===== config.mk =====
export PLATFORM = sky130hd
export DESIGN_NAME = speed_gate_ctrl_flat
export DESIGN_NICKNAME = d
export VERILOG_FILES = /design/src/rtl/speed_gate_ctrl_if.sv /design/src/rtl/speed_gate_ctrl.sv /design/src/flat_wrapper.sv
export SDC_FILE = /design/constraint.sdc
export NUM_CORES = 1
export LEC_CHECK = 0
export BUFFER_PORTS_ARGS = -buffer_cell sky130_fd_sc_hd__buf_2
export CORE_UTILIZATION = 55
export CTS_CLUSTER_DIAMETER = 80
export DETAILED_ROUTE_END_ITERATION = 10
export HOLD_SLACK_MARGIN = 0.12
export PLACE_DENSITY_LB_ADDON = 0.3
export SYNTH_ARGS = -nofsm -noshare
export SYNTH_HDL_FRONTEND = slang
export SYNTH_SLANG_ARGS = --single-unit

===== constraint.sdc =====
create_clock -name clk -period 7.4 [get_ports clk]
set_input_delay 0.37 -clock clk [delete_from_list [all_inputs] [get_ports clk]]
set_output_delay 0.37 -clock clk [all_outputs]
set_load 0.005 [all_outputs]

===== src/rtl/speed_gate_ctrl_if.sv =====
// Handshake bundle for speed_gate_ctrl: run control and pulse input in,
// window count, BCD digits and status strobes out.
interface speed_gate_ctrl_if;
    logic        enable;
    logic        signal;
    logic [13:0] count1;
    logic [3:0]  AX;
    logic [3:0]  BX;
    logic [3:0]  CX;
    logic [3:0]  DX;
    logic        valid;
    logic        stalled;
    logic        busy;

    modport master (
        output enable, signal,
        input  count1, AX, BX, CX, DX, valid, stalled, busy
    );

    modport slave (
        input  enable, signal,
        output count1, AX, BX, CX, DX, valid, stalled, busy
    );
endinterface


===== src/rtl/speed_gate_ctrl.sv =====
// Gated pulse counter: counts encoder edges over back-to-back windows, scales
// the count, converts it to BCD with a 14-step shift-add-3 and flags stalls.
module speed_gate_ctrl #(
    parameter int GATE_CYCLES   = 50000000,
    parameter int SCALE         = 176,
    parameter int STALL_WINDOWS = 4
) (
    input logic              clk,
    input logic              rst,
    speed_gate_ctrl_if.slave bus
);
    localparam int            TW      = $clog2(GATE_CYCLES);
    localparam logic [TW-1:0] LAST    = TW'(GATE_CYCLES - 1);
    localparam logic [13:0]   CNT_MAX = 14'h3fff;

    typedef enum logic [1:0] {IDLE, GATE, CONV} state_t;

    state_t state_q, state_d;

    logic          sync1_q, sync1_d, sync2_q, sync2_d, prev_q, prev_d;
    logic [TW-1:0] timer_q, timer_d;
    logic [13:0]   cnt_q, cnt_d;
    logic [13:0]   count1_q, count1_d;
    logic [3:0]    stall_q, stall_d;
    logic [15:0]   bcd_q, bcd_d;
    logic [13:0]   bin_q, bin_d;
    logic [3:0]    step_q, step_d;
    logic [15:0]   dig_q, dig_d;
    logic          valid_q, valid_d;
    logic          busy;

    logic          edge_det, win_end, stalled;
    logic [13:0]   snap, sat;
    logic [21:0]   prod;
    logic [15:0]   adj, bcd_sh;
    logic [13:0]   bin_sh;

    assign edge_det = sync2_q & ~prev_q;
    assign win_end  = (state_q != IDLE) && (timer_q == LAST);
    assign snap     = (cnt_q == CNT_MAX) ? cnt_q : cnt_q + {13'd0, edge_det};
    assign prod     = {8'd0, snap} * 22'(SCALE);
    assign sat      = (prod > 22'd9999) ? 14'd9999 : prod[13:0];
    assign stalled  = (stall_q >= 4'(STALL_WINDOWS));

    // One shift-add-3 step: correct every digit >= 5, then shift left by one.
    always_comb begin
        adj = bcd_q;
        for (int i = 0; i < 4; i++) begin
            if (bcd_q[4*i +: 4] >= 4'd5) adj[4*i +: 4] = bcd_q[4*i +: 4] + 4'd3;
        end
        {bcd_sh, bin_sh} = {adj[14:0], bin_q, 1'b0};
    end

    always_ff @(posedge clk or posedge rst) begin
        if (rst) state_q <= IDLE;
        else     state_q <= state_d;
    end

    always_comb begin
        state_d = state_q;
        case (state_q)
            IDLE: if (bus.enable) state_d = GATE;
            GATE: begin
                if (!bus.enable)  state_d = IDLE;
                else if (win_end) state_d = CONV;
            end
            CONV: begin
                if (!bus.enable)          state_d = IDLE;
                else if (win_end)         state_d = CONV;
                else if (step_q == 4'd1)  state_d = GATE;
            end
            default: state_d = IDLE;
        endcase
    end

    always_comb begin
        busy = (state_q == CONV);
    end

    always_comb begin
        sync1_d  = bus.signal;
        sync2_d  = sync1_q;
        prev_d   = sync2_q;
        timer_d  = timer_q;
        cnt_d    = cnt_q;
        count1_d = count1_q;
        stall_d  = stall_q;
        bcd_d    = bcd_q;
        bin_d    = bin_q;
        step_d   = step_q;
        dig_d    = dig_q;
        valid_d  = 1'b0;
        // Disabling wins over everything: drop the window and any conversion.
        if (state_q == IDLE || !bus.enable) begin
            timer_d = '0;
            cnt_d   = '0;
            step_d  = '0;
        end else if (win_end) begin
            timer_d  = '0;
            cnt_d    = '0;
            count1_d = snap;
            bcd_d    = '0;
            bin_d    = sat;
            step_d   = 4'd14;
            if (snap != 14'd0) stall_d = '0;
            else if (stall_q != 4'hf) stall_d = stall_q + 4'd1;
        end else begin
            timer_d = timer_q + TW'(1);
            cnt_d   = snap;
            if (state_q == CONV) begin
                bcd_d  = bcd_sh;
                bin_d  = bin_sh;
                step_d = step_q - 4'd1;
                if (step_q == 4'd1) begin
                    dig_d   = stalled ? 16'd0 : bcd_sh;
                    valid_d = 1'b1;
                end
            end
        end
    end

    always_ff @(posedge clk or posedge rst) begin
        if (rst) begin
            sync1_q  <= 1'b0;
            sync2_q  <= 1'b0;
            prev_q   <= 1'b0;
            timer_q  <= '0;
            cnt_q    <= '0;
            count1_q <= '0;
            stall_q  <= '0;
            bcd_q    <= '0;
            bin_q    <= '0;
            step_q   <= '0;
            dig_q    <= '0;
            valid_q  <= 1'b0;
        end else begin
            sync1_q  <= sync1_d;
            sync2_q  <= sync2_d;
            prev_q   <= prev_d;
            timer_q  <= timer_d;
            cnt_q    <= cnt_d;
            count1_q <= count1_d;
            stall_q  <= stall_d;
            bcd_q    <= bcd_d;
            bin_q    <= bin_d;
            step_q   <= step_d;
            dig_q    <= dig_d;
            valid_q  <= valid_d;
        end
    end

    assign bus.count1  = count1_q;
    assign bus.AX      = dig_q[15:12];
    assign bus.BX      = dig_q[11:8];
    assign bus.CX      = dig_q[7:4];
    assign bus.DX      = dig_q[3:0];
    assign bus.valid   = valid_q;
    assign bus.stalled = stalled;
    assign bus.busy    = busy;
endmodule

===== src/flat_wrapper.sv =====
// flat-port wrapper written by rule: the top's interface ports become plain ports
module speed_gate_ctrl_flat 
#(
    parameter int GATE_CYCLES   = 50000000,
    parameter int SCALE         = 176,
    parameter int STALL_WINDOWS = 4
)
  (clk, rst, bus_enable, bus_signal, bus_count1, bus_AX, bus_BX, bus_CX, bus_DX, bus_valid, bus_stalled, bus_busy);
  speed_gate_ctrl_if bus_i ();
  input logic clk;
  input logic rst;
  input wire logic [$bits(bus_i.enable)-1:0] bus_enable;
  input wire logic [$bits(bus_i.signal)-1:0] bus_signal;
  output wire logic [$bits(bus_i.count1)-1:0] bus_count1;
  output wire logic [$bits(bus_i.AX)-1:0] bus_AX;
  output wire logic [$bits(bus_i.BX)-1:0] bus_BX;
  output wire logic [$bits(bus_i.CX)-1:0] bus_CX;
  output wire logic [$bits(bus_i.DX)-1:0] bus_DX;
  output wire logic [$bits(bus_i.valid)-1:0] bus_valid;
  output wire logic [$bits(bus_i.stalled)-1:0] bus_stalled;
  output wire logic [$bits(bus_i.busy)-1:0] bus_busy;
  assign bus_i.enable = bus_enable;
  assign bus_i.signal = bus_signal;
  assign bus_count1 = bus_i.count1;
  assign bus_AX = bus_i.AX;
  assign bus_BX = bus_i.BX;
  assign bus_CX = bus_i.CX;
  assign bus_DX = bus_i.DX;
  assign bus_valid = bus_i.valid;
  assign bus_stalled = bus_i.stalled;
  assign bus_busy = bus_i.busy;
  speed_gate_ctrl #(.GATE_CYCLES(GATE_CYCLES), .SCALE(SCALE), .STALL_WINDOWS(STALL_WINDOWS)) u_core (.clk(clk), .rst(rst), .bus(bus_i));
endmodule

Word level (Yosys, flattened, before mapping):

Cells that the tools add are included.

* flip-flop bits (word level): 114
* input port bits: 4
* output and inout port bits: 33
* logic and storage cells: 86

* $add $sub $neg: 8
* multiply operators: 1
* order comparisons: 6
* eq/ne operators: 9
* mux-type cells: 31
* bitwise logic cells: 4
* reductions and logical operators: 14

Operators by type and width (number)
* 14-bit 2-to-1 mux: 6
* 26-bit 2-to-1 mux: 2
* 16-bit 2-to-1 mux: 3
* 4-bit 2-to-1 mux: 8
* 26-bit by 1-bit adder with 26-bit output, second input constant: 1
* 26-bit == test, second input constant: 1
* 22-bit by 14-bit greater-than comparator with 1-bit output, second input constant: 1
* 4-bit by 3-bit greater-or-equal comparator with 1-bit output, second input constant: 5
* 14-bit by 4-bit multiplier with 18-bit output, second input constant: 1
* 14-bit by 1-bit adder with 14-bit output: 1
* 14-bit == test, second input constant: 1
* 14-bit nonzero test: 1
* 4-bit by 2-bit adder with 4-bit output, second input constant: 3
* 2-bit 2-to-1 mux: 6
* 2-bit case mux with 3 select lines: 1
* 3-bit AND reduction: 2
* 2-bit nonzero test: 3
* 4-bit by 1-bit adder with 4-bit output, second input constant: 1
* 4-bit by 1-bit == test with 1-bit output, second input constant: 1
* 1-bit 2-to-1 mux: 4
* 4-bit by 2-bit != test with 1-bit output, second input constant: 1
* 4-bit != test, second input constant: 1
* 2-bit AND reduction: 2
* 4-bit AND reduction: 1
* other kinds (14): 16

Depth between registers and ports, before layout:

Gate-level depths: netlist of run 1.

* word-level depth: 8
* mapped depth: 24
* mapped depth without buffers: 22

Least setup slack after synthesis of run 1:

Ideal clock, no wire load.

* path type: reg2reg
* start point: register u_core.prev_q
* end point: register u_core.bin_q[11]
* library setup time: 0.082 ns
* data arrival time: 5.342 ns
* required time: 7.318 ns
* setup slack: 1.976 ns
* stages on the path, launching flop included: 25
* buffers on the path: 2
* clock period less this slack: 5.424 ns
* path through: dfrtp_1 > nor2b_1 > ha_1 > and4_1 > or3b_1 > nor2_1 > nand2_1 > a21o_1 > xor2_1 > inv_1 > ha_1 > inv_1 > fa_1 > inv_1 > ha_1 > buf_2 > a21oi_1 > a21boi_0 > o22ai_1 > a2111o_1 > or4_4 > nor4_4 > buf_6 > nand4_1 > a31oi_1

* longest elaborated chain between the ends: 8

RTL lines
* start: declaration: line speed_gate_ctrl.sv:20 `logic sync1_q, sync1_d, sync2_q, sync2_d, prev_q, prev_d;`
* start signal: assignment: line speed_gate_ctrl.sv:139 `prev_q <= prev_d;`
* 1-bit inverter: line speed_gate_ctrl.sv:38 `assign edge_det = sync2_q & ~prev_q;`
* 1-bit AND: line speed_gate_ctrl.sv:38
* 14-bit by 1-bit adder with 14-bit output: line speed_gate_ctrl.sv:40 `assign snap = (cnt_q == CNT_MAX) ? cnt_q : cnt_q + {13'd0, edge_det};`
* 14-bit 2-to-1 mux: line speed_gate_ctrl.sv:40
* named net u_core.snap[11]: line speed_gate_ctrl.sv:33 `logic [13:0] snap, sat;`
* 14-bit by 4-bit multiplier with 18-bit output: line speed_gate_ctrl.sv:41 `assign prod = {8'd0, snap} * 22'(SCALE);`
* 22-bit by 14-bit greater-than comparator with 1-bit output: line speed_gate_ctrl.sv:42 `assign sat = (prod > 22'd9999) ? 14'd9999 : prod[13:0];`
* 14-bit 2-to-1 mux: line speed_gate_ctrl.sv:42
* 14-bit 2-to-1 mux: line speed_gate_ctrl.sv:98 `end else if (win_end) begin`
* end signal: assignment: line speed_gate_ctrl.sv:145 `bin_q <= bin_d;`
* end: declaration: line speed_gate_ctrl.sv:26 `logic [13:0] bin_q, bin_d;`

The timed path passes the listed nets, and every way through them passes these cells.
A chain may end at the register's enable or synchronous reset.

Final worst setup path of run 1:

Ends and elaborated chain as after synthesis.

==> impl_metrics.tcl, run 1 <==
set metrics [dict create \
    row_count 40 \
    finClkSkew_ns 0.00889 \
    total_leakage_power_nw 3.85 \
    hold_violations 0 \
    crit_buf_inv 3 \
    gp_routability_congestion 0.838 \
    synth_area_leader_cell "dfrtp_1" \
    core_area_um2 12100 \
    area_delta_synth_final_pct 13.5 \
    synth_fp_nets 821 \
    design_power_total_w 0.00153 \
    start_util 0.568 \
    fin_area_um2 7800 \
    vias 5443 \
    synth_warnings 0 \
    cts_tree "yes" \
    syn_area_um2 6880 \
    grt_max_degree 82 \
    clock_sinks 114 \
    antenna_cells 0 \
    drive_gt1_frac 0.109 \
    ys_seq_area_frac 0.415 \
    ys.flop_type "dfrtp_1" \
    setup_tns_ns 0 \
    required_ns 7.73 \
    hpwl_mm 10.1 \
    fin_hold_ws_ns 0.356 \
    dieArea_um2 13000 \
    ant_nets 0 \
    yosys_register_bits 114 \
    worstPathCellList "nor2b_1 -> ha_1 -> and4_1 -> or3b_1 -> nor2_1 -> nand2_1 -> a21o_1 -> xor2_1 -> inv_1 -> ha_1 -> inv_1 -> fa_1 -> inv_1 -> ha_1 -> a21oi_1 -> a21boi_0 -> o22ai_1 -> a2111o_1 -> or4_4 -> nor4_4 -> nand4_1 -> a31oi_1" \
    drt_first_iter_violations 300 \
    cts_root_buf "clkbuf_16" \
    drv_slew 0 \
    async_flop_share 1.00 \
    wire_per_inst_um 14.4 \
    dpl_cell_area_um2 7190 \
    synth_top_cell_area_share 0.415 \
    path_max_fanout 12 \
    cts_buffers 17 \
    h-tree-depth 4 \
    synth_area_per_cell_um2 9.03 \
    path_class "reg -> reg" \
    max_freq_mhz 162 \
    finalWirelength_mm 14.1 \
    port_buffers 36 \
    synth_cells 761 \
    critPathArrivalTime_ns 6.50 \
    globalRoute.totalOverflow 0 \
    cts_resized 0 \
    tightest_slew_ns 1.00 \
    slew_headroom 0.333 \
    grt_pass1_vias 5351 \
    status "finished clean" \
    fin_crit_sh 0.834 \
    rsz0062_at_grt "false" \
    insertion_delay_ns 0.42 \
    end_kind "register" \
    period_needed_ns 6.17 \
    clockBufferDepth 2 \
    maxCapViolCount 0 \
    grt_antenna_before_repair 0 \
    layout.nets 854 \
    crit_family "simple AND/OR/NAND/NOR gates" \
    grt_usage 0.240 \
    finalSetupViolCount 0 \
    start_kind "register" \
    route.detailed.drc 0 \
    die_y_um 114 \
    synth_cell_types 61 \
    io_pins 37 \
    slowest_stage "nor4_4" \
    synth_edf_count 0 \
    via_per_inst 5.58 \
    die_width_um 114 \
    power_density_nw_per_um2 195 \
    grt_first_pass_wirelength_mm 24.7 \
    irDropWorstVdd_mv 0.200 \
    drt-pass1-iter-count 7 \
    synth_area_leaders "dfrtp_1 (41%), ha_1 (8.4%), nand2_1 (4.4%)" \
    cpPeakStageDelay_ns 0.56 \
    hold_class "reg -> reg" \
    clk_pin_slew_worst_paths_ns 0.05 \
]
-- final timing paths --
kind                                          start                      endpoint  slack (ns)  cells after the start
setup reg to reg            u_core.prev_q$_DFF_PP0_  u_core.bin_q[11]$_DFFE_PP0P_        1.23                     22
min in group asynchronous                       rst  u_core.dig_q[14]$_DFFE_PP0P_        0.51                      3
max in group asynchronous                       rst     u_core.cnt_q[9]$_DFF_PP0_        5.55                      4
setup / recovery            u_core.prev_q$_DFF_PP0_  u_core.bin_q[11]$_DFFE_PP0P_        1.23                     22
hold reg to reg            u_core.sync1_q$_DFF_PP0_       u_core.prev_d$_DFF_PP0_        0.36                      0
hold / removal             u_core.sync1_q$_DFF_PP0_       u_core.prev_d$_DFF_PP0_        0.36                      0
-- per-stage QoR --
stage	util	std cells	setup slack, ns
finish	0.644	975	1.23
global route	0.644	975	0.718
CTS	0.644	975	1.29
detailed placement	0.594	941	1.33
global placement	0.594	941	1.52
floorplan	-	761	1.98
-- where the power goes --
group          switching (W)  internal, W  total (W)
Sequential        0.00000861     0.000635   0.000644
Clock               0.000292     0.000528   0.000820
Combinational      0.0000407    0.0000211  0.0000617
-- layout by cell type (no fill, tap or decap), types with 4 or more instances in the layout --
cell type,n
clkbuf_16,17
fa_1,10
nor2_1,77
dfrtp_1,114
clkinvlp_4,4
nor3_1,9
o21a_1,4
o21ai_0,34
ha_1,46
o31ai_1,20
mux2_2,5
nand2b_1,6
o22ai_1,13
nor2b_1,4
buf_4,5
buf_2,36
or3_1,4
o21ai_1,13
and2_1,5
nor4_1,6
inv_1,71
xnor2_1,25
nor3b_1,8
a21oi_1,40
and3_1,10
a21boi_0,5
a21o_1,9
nand2_1,80
nand3_1,31
nand4_1,11
xor2_1,18
a31oi_1,4
-- area by class of cell --
type	instances	area, µm²
fill	988	4310
multi-input combinational	545	3630
sequential	114	2850
clock buffer	19	433
inverter	73	277
timing repair buffer	43	238
tap	168	210
clock inverter	13	161
-- cells in the mapped netlist (3+ instances only) --
cell / n
a21boi_0: 5
a21o_1: 9
a21oi_1: 40
a31oi_1: 4
and2_1: 5
and3_1: 10
and4_1: 3
buf_2: 4
clkbuf_1: 23
dfrtp_1: 114
fa_1: 10
ha_1: 46
inv_1: 72
mux2_2: 5
mux2i_1: 3
nand2_1: 80
nand2b_1: 6
nand3_1: 31
nand4_1: 11
nor2_1: 77
nor2b_1: 4
nor3_1: 9
nor3b_1: 8
nor4_1: 7
o21a_1: 4
o21ai_0: 34
o21ai_1: 13
o21bai_1: 3
o22ai_1: 13
o31a_1: 3
o31ai_1: 20
or2_2: 3
or3_1: 4
or4_1: 3
xnor2_1: 25
xor2_1: 18
-- flip-flops by register name (all words and copies together) (netlist names) --
name and cells:
u_core.bcd_q 16, u_core.bin_q 14, u_core.bus.count1 14, u_core.bus.valid 1, u_core.cnt_q 14, u_core.dig_q 16, u_core.prev_d 1, u_core.prev_q 1
u_core.stall_q 4, u_core.state_q 2, u_core.step_q 4, u_core.sync1_q 1, u_core.timer_q 26
-- metal layers --
| metal | global-route usage | vias up | share of wire |
|---|---|---|---|
| li1 | - | 2701 | - |
| met1 | 0.316 | 2595 | 0.47 |
| met2 | 0.391 | 127 | 0.48 |
| met3 | 0.0494 | 20 | 0.037 |
| met4 | 0.0909 | 0 | 0.015 |
| met5 | 0 | - | 0 |
-- logic make-up (layout without fill, tap and decap cells) --
group | Yosys count | after routing | synth area share
fa+ha+maj | 56 | 56 | 0.113
flops | 114 | 114 | 0.415
buf+inv | 102 | 148 | 0.0577
compound gates | 170 | 170 | 0.158
xor+xnor | 43 | 43 | 0.0548
simple gates | 268 | 268 | 0.189
mux | 8 | 8 | 0.0126
-- repair_timing --
item,CTS,global route
endpoints found under the setup margin,0,0
hold buffers,2,0
buffers inserted,0,0
endpoints found under the hold margin,34,0
(Power assumes the default switching activity.)
==> run 2: changes to the inputs <==
- clock period: 7.4 -> 6.5 ns (I/O delays scaled with it)
==> impl_metrics.tcl, run 2 (synthesis gave the netlist of run 1 again) <==
set metrics [dict create \
    status "finished clean" \
    top_regs "u_core.timer_q (26), u_core.bcd_q (16), u_core.dig_q (16)" \
    die_y_um 114 \
    vias 5511 \
    grt_antenna_before_repair 0 \
    wl_met3_um 553 \
    total_leakage_power_nw 3.89 \
    crit_family "simple AND/OR/NAND/NOR gates" \
    drt_first_iter_violations 322 \
    grt_max_degree 82 \
    insertion_delay_ns 0.41 \
    grt_usage 0.246 \
    maxCapViolCount 0 \
    globalRoute.totalOverflow 0 \
    port_buffers 36 \
    max_freq_mhz 164 \
    tightest_slew_ns 1.02 \
    start_kind "register" \
    slowest_stage "fa_1" \
    fin_crit_sh 0.940 \
    cts_tree "yes" \
    end_kind "register" \
    required_ns 6.79 \
    core_area_um2 12100 \
    hold_class "in -> reg" \
    num-fill-cells 972 \
    largest_reg_flops 26 \
    top_layer_used "met4" \
    power_density_nw_per_um2 234 \
    final_cell_mix "dfrtp_1 (114), nand2_1 (80), nor2_1 (77)" \
    wire_per_inst_um 15.3 \
    start_util 0.568 \
    cts_root_buf "clkbuf_16" \
    cpPeakStageDelay_ns 0.49 \
    gp_routability_congestion 0.841 \
    clk_pin_slew_worst_paths_ns 0.05 \
    row_count 40 \
    path_max_fanout 12 \
    grt_first_pass_wirelength_mm 25.2 \
    final_util 0.650 \
    cts_resized 0 \
    route.detailed.drc 0 \
    irDropWorstVdd_mv 0.252 \
    period_needed_ns 6.11 \
    clockBufferDepth 2 \
    drive_gt1_frac 0.108 \
    drt-pass1-iter-count 5 \
    clock_sinks 114 \
    fin_hold_ws_ns 0.338 \
    path_class "reg -> reg" \
    finClkSkew_ns 0.00671 \
    setup_tns_ns 0 \
    die_width_um 114 \
    grt_pass1_vias 5511 \
    worstPathCellList "nor2b_1 -> ha_1 -> and4_1 -> or3b_1 -> nor2_1 -> nand2_1 -> a21o_1 -> xor2_1 -> inv_1 -> ha_1 -> inv_1 -> fa_1 -> inv_1 -> ha_1 -> a21oi_1 -> a21boi_0 -> o22ai_1 -> a2111o_1 -> or4_4 -> nor4_4 -> and2_1 -> o31ai_1" \
    hpwl_mm 10.3 \
    dpl_cell_area_um2 7200 \
    io_pins 37 \
    layout.nets 856 \
    layout_commonest_cell "dfrtp_1" \
    route.met2.wl_mm 7.24 \
    dieArea_um2 13000 \
    finalWirelength_mm 14.9 \
    via_per_inst 5.64 \
    hold_violations 0 \
    slew_headroom 0.316 \
    fin_area_um2 7880 \
    critPathArrivalTime_ns 6.40 \
    finalSetupViolCount 0 \
    crit_buf_inv 3 \
    antenna_cells 0 \
    h-tree-depth 4 \
    cts_buffers 17 \
    top_register "u_core.timer_q" \
    rsz0062_at_grt "false" \
    area_delta_synth_final_pct 14.5 \
    ant_nets 0 \
    drv_slew 0 \
    wl_met1_mm 6.81 \
]
-- run 2: repair_timing --
item	4_1_cts	5_1_grt
hold buffers	2	0
endpoints found under the setup margin	0	12
endpoints found under the hold margin	34	0
buffers inserted	0	0
-- run 2: where the power goes --
group	total [W]	switching (W)	leakage [nW]	internal, W
Clock	0.00104	0.000323	0.312	0.000718
Combinational	0.0000715	0.0000474	2.05	0.0000241
Sequential	0.000734	0.0000104	1.53	0.000724
Total	0.00185	0.000381	3.89	0.00147
-- run 2: worst paths after layout --
kind	start	slack (ns)	depth (start not counted)	endpoint
setup / recovery	u_core.prev_q$_DFF_PP0_	0.39	22	u_core.bin_q[3]$_DFFE_PP0P_
hold / removal	bus_enable	0.34	3	u_core.state_q[1]$_DFFE_PP0P_
setup reg to reg	u_core.prev_q$_DFF_PP0_	0.39	22	u_core.bin_q[3]$_DFFE_PP0P_
hold reg to reg	u_core.sync1_q$_DFF_PP0_	0.36	0	u_core.prev_d$_DFF_PP0_
max in group asynchronous	rst	4.69	4	u_core.cnt_q[12]$_DFF_PP0_
min in group asynchronous	rst	0.46	3	u_core.dig_q[14]$_DFFE_PP0P_
-- run 2: worst reg2reg max path, stage by stage, from the launching register on --
cell      delay, ns
dfrtp_1        0.36
nor2b_1        0.16
ha_1           0.22
and4_1         0.28
or3b_1         0.42
nor2_1         0.20
nand2_1        0.12
a21o_1         0.17
xor2_1         0.32
inv_1          0.14
ha_1           0.30
inv_1          0.05
fa_1           0.49
inv_1          0.04
ha_1           0.40
a21oi_1        0.24
a21boi_0       0.29
o22ai_1        0.16
a2111o_1       0.40
or4_4          0.43
nor4_4         0.45
and2_1         0.26
o31ai_1        0.09
-- run 2: final cells by class --
| cell class | instances | area [µm²] | share of cell area |
|---|---|---|---|
| well taps | 168 | 210 | 0.0267 |
| clock inverters | 10 | 206 | 0.0262 |
| multi-input cells | 545 | 3630 | 0.461 |
| flip-flops and latches | 114 | 2850 | 0.362 |
| clock buffers | 22 | 444 | 0.0564 |
| inverters | 73 | 277 | 0.0351 |
| repair buffers | 45 | 253 | 0.0321 |
-- run 2: metal layers --
metal | vias up | track usage
li1 | 2698 | -
met3 | 29 | 0.0489
met1 | 2645 | 0.306
met2 | 139 | 0.420
met4 | 0 | 0.106
met5 | - | 0
-- run 2: stage by stage --
stage	power [W]	cells	setup slack [ns]
after CTS	0.00186	977	0.333
after detailed placement	0.000816	943	0.353
after global placement	0.000811	943	0.620
after floorplan	0.000795	761	1.08
final	0.00185	977	0.392
after global routing	0.00191	977	0.0413
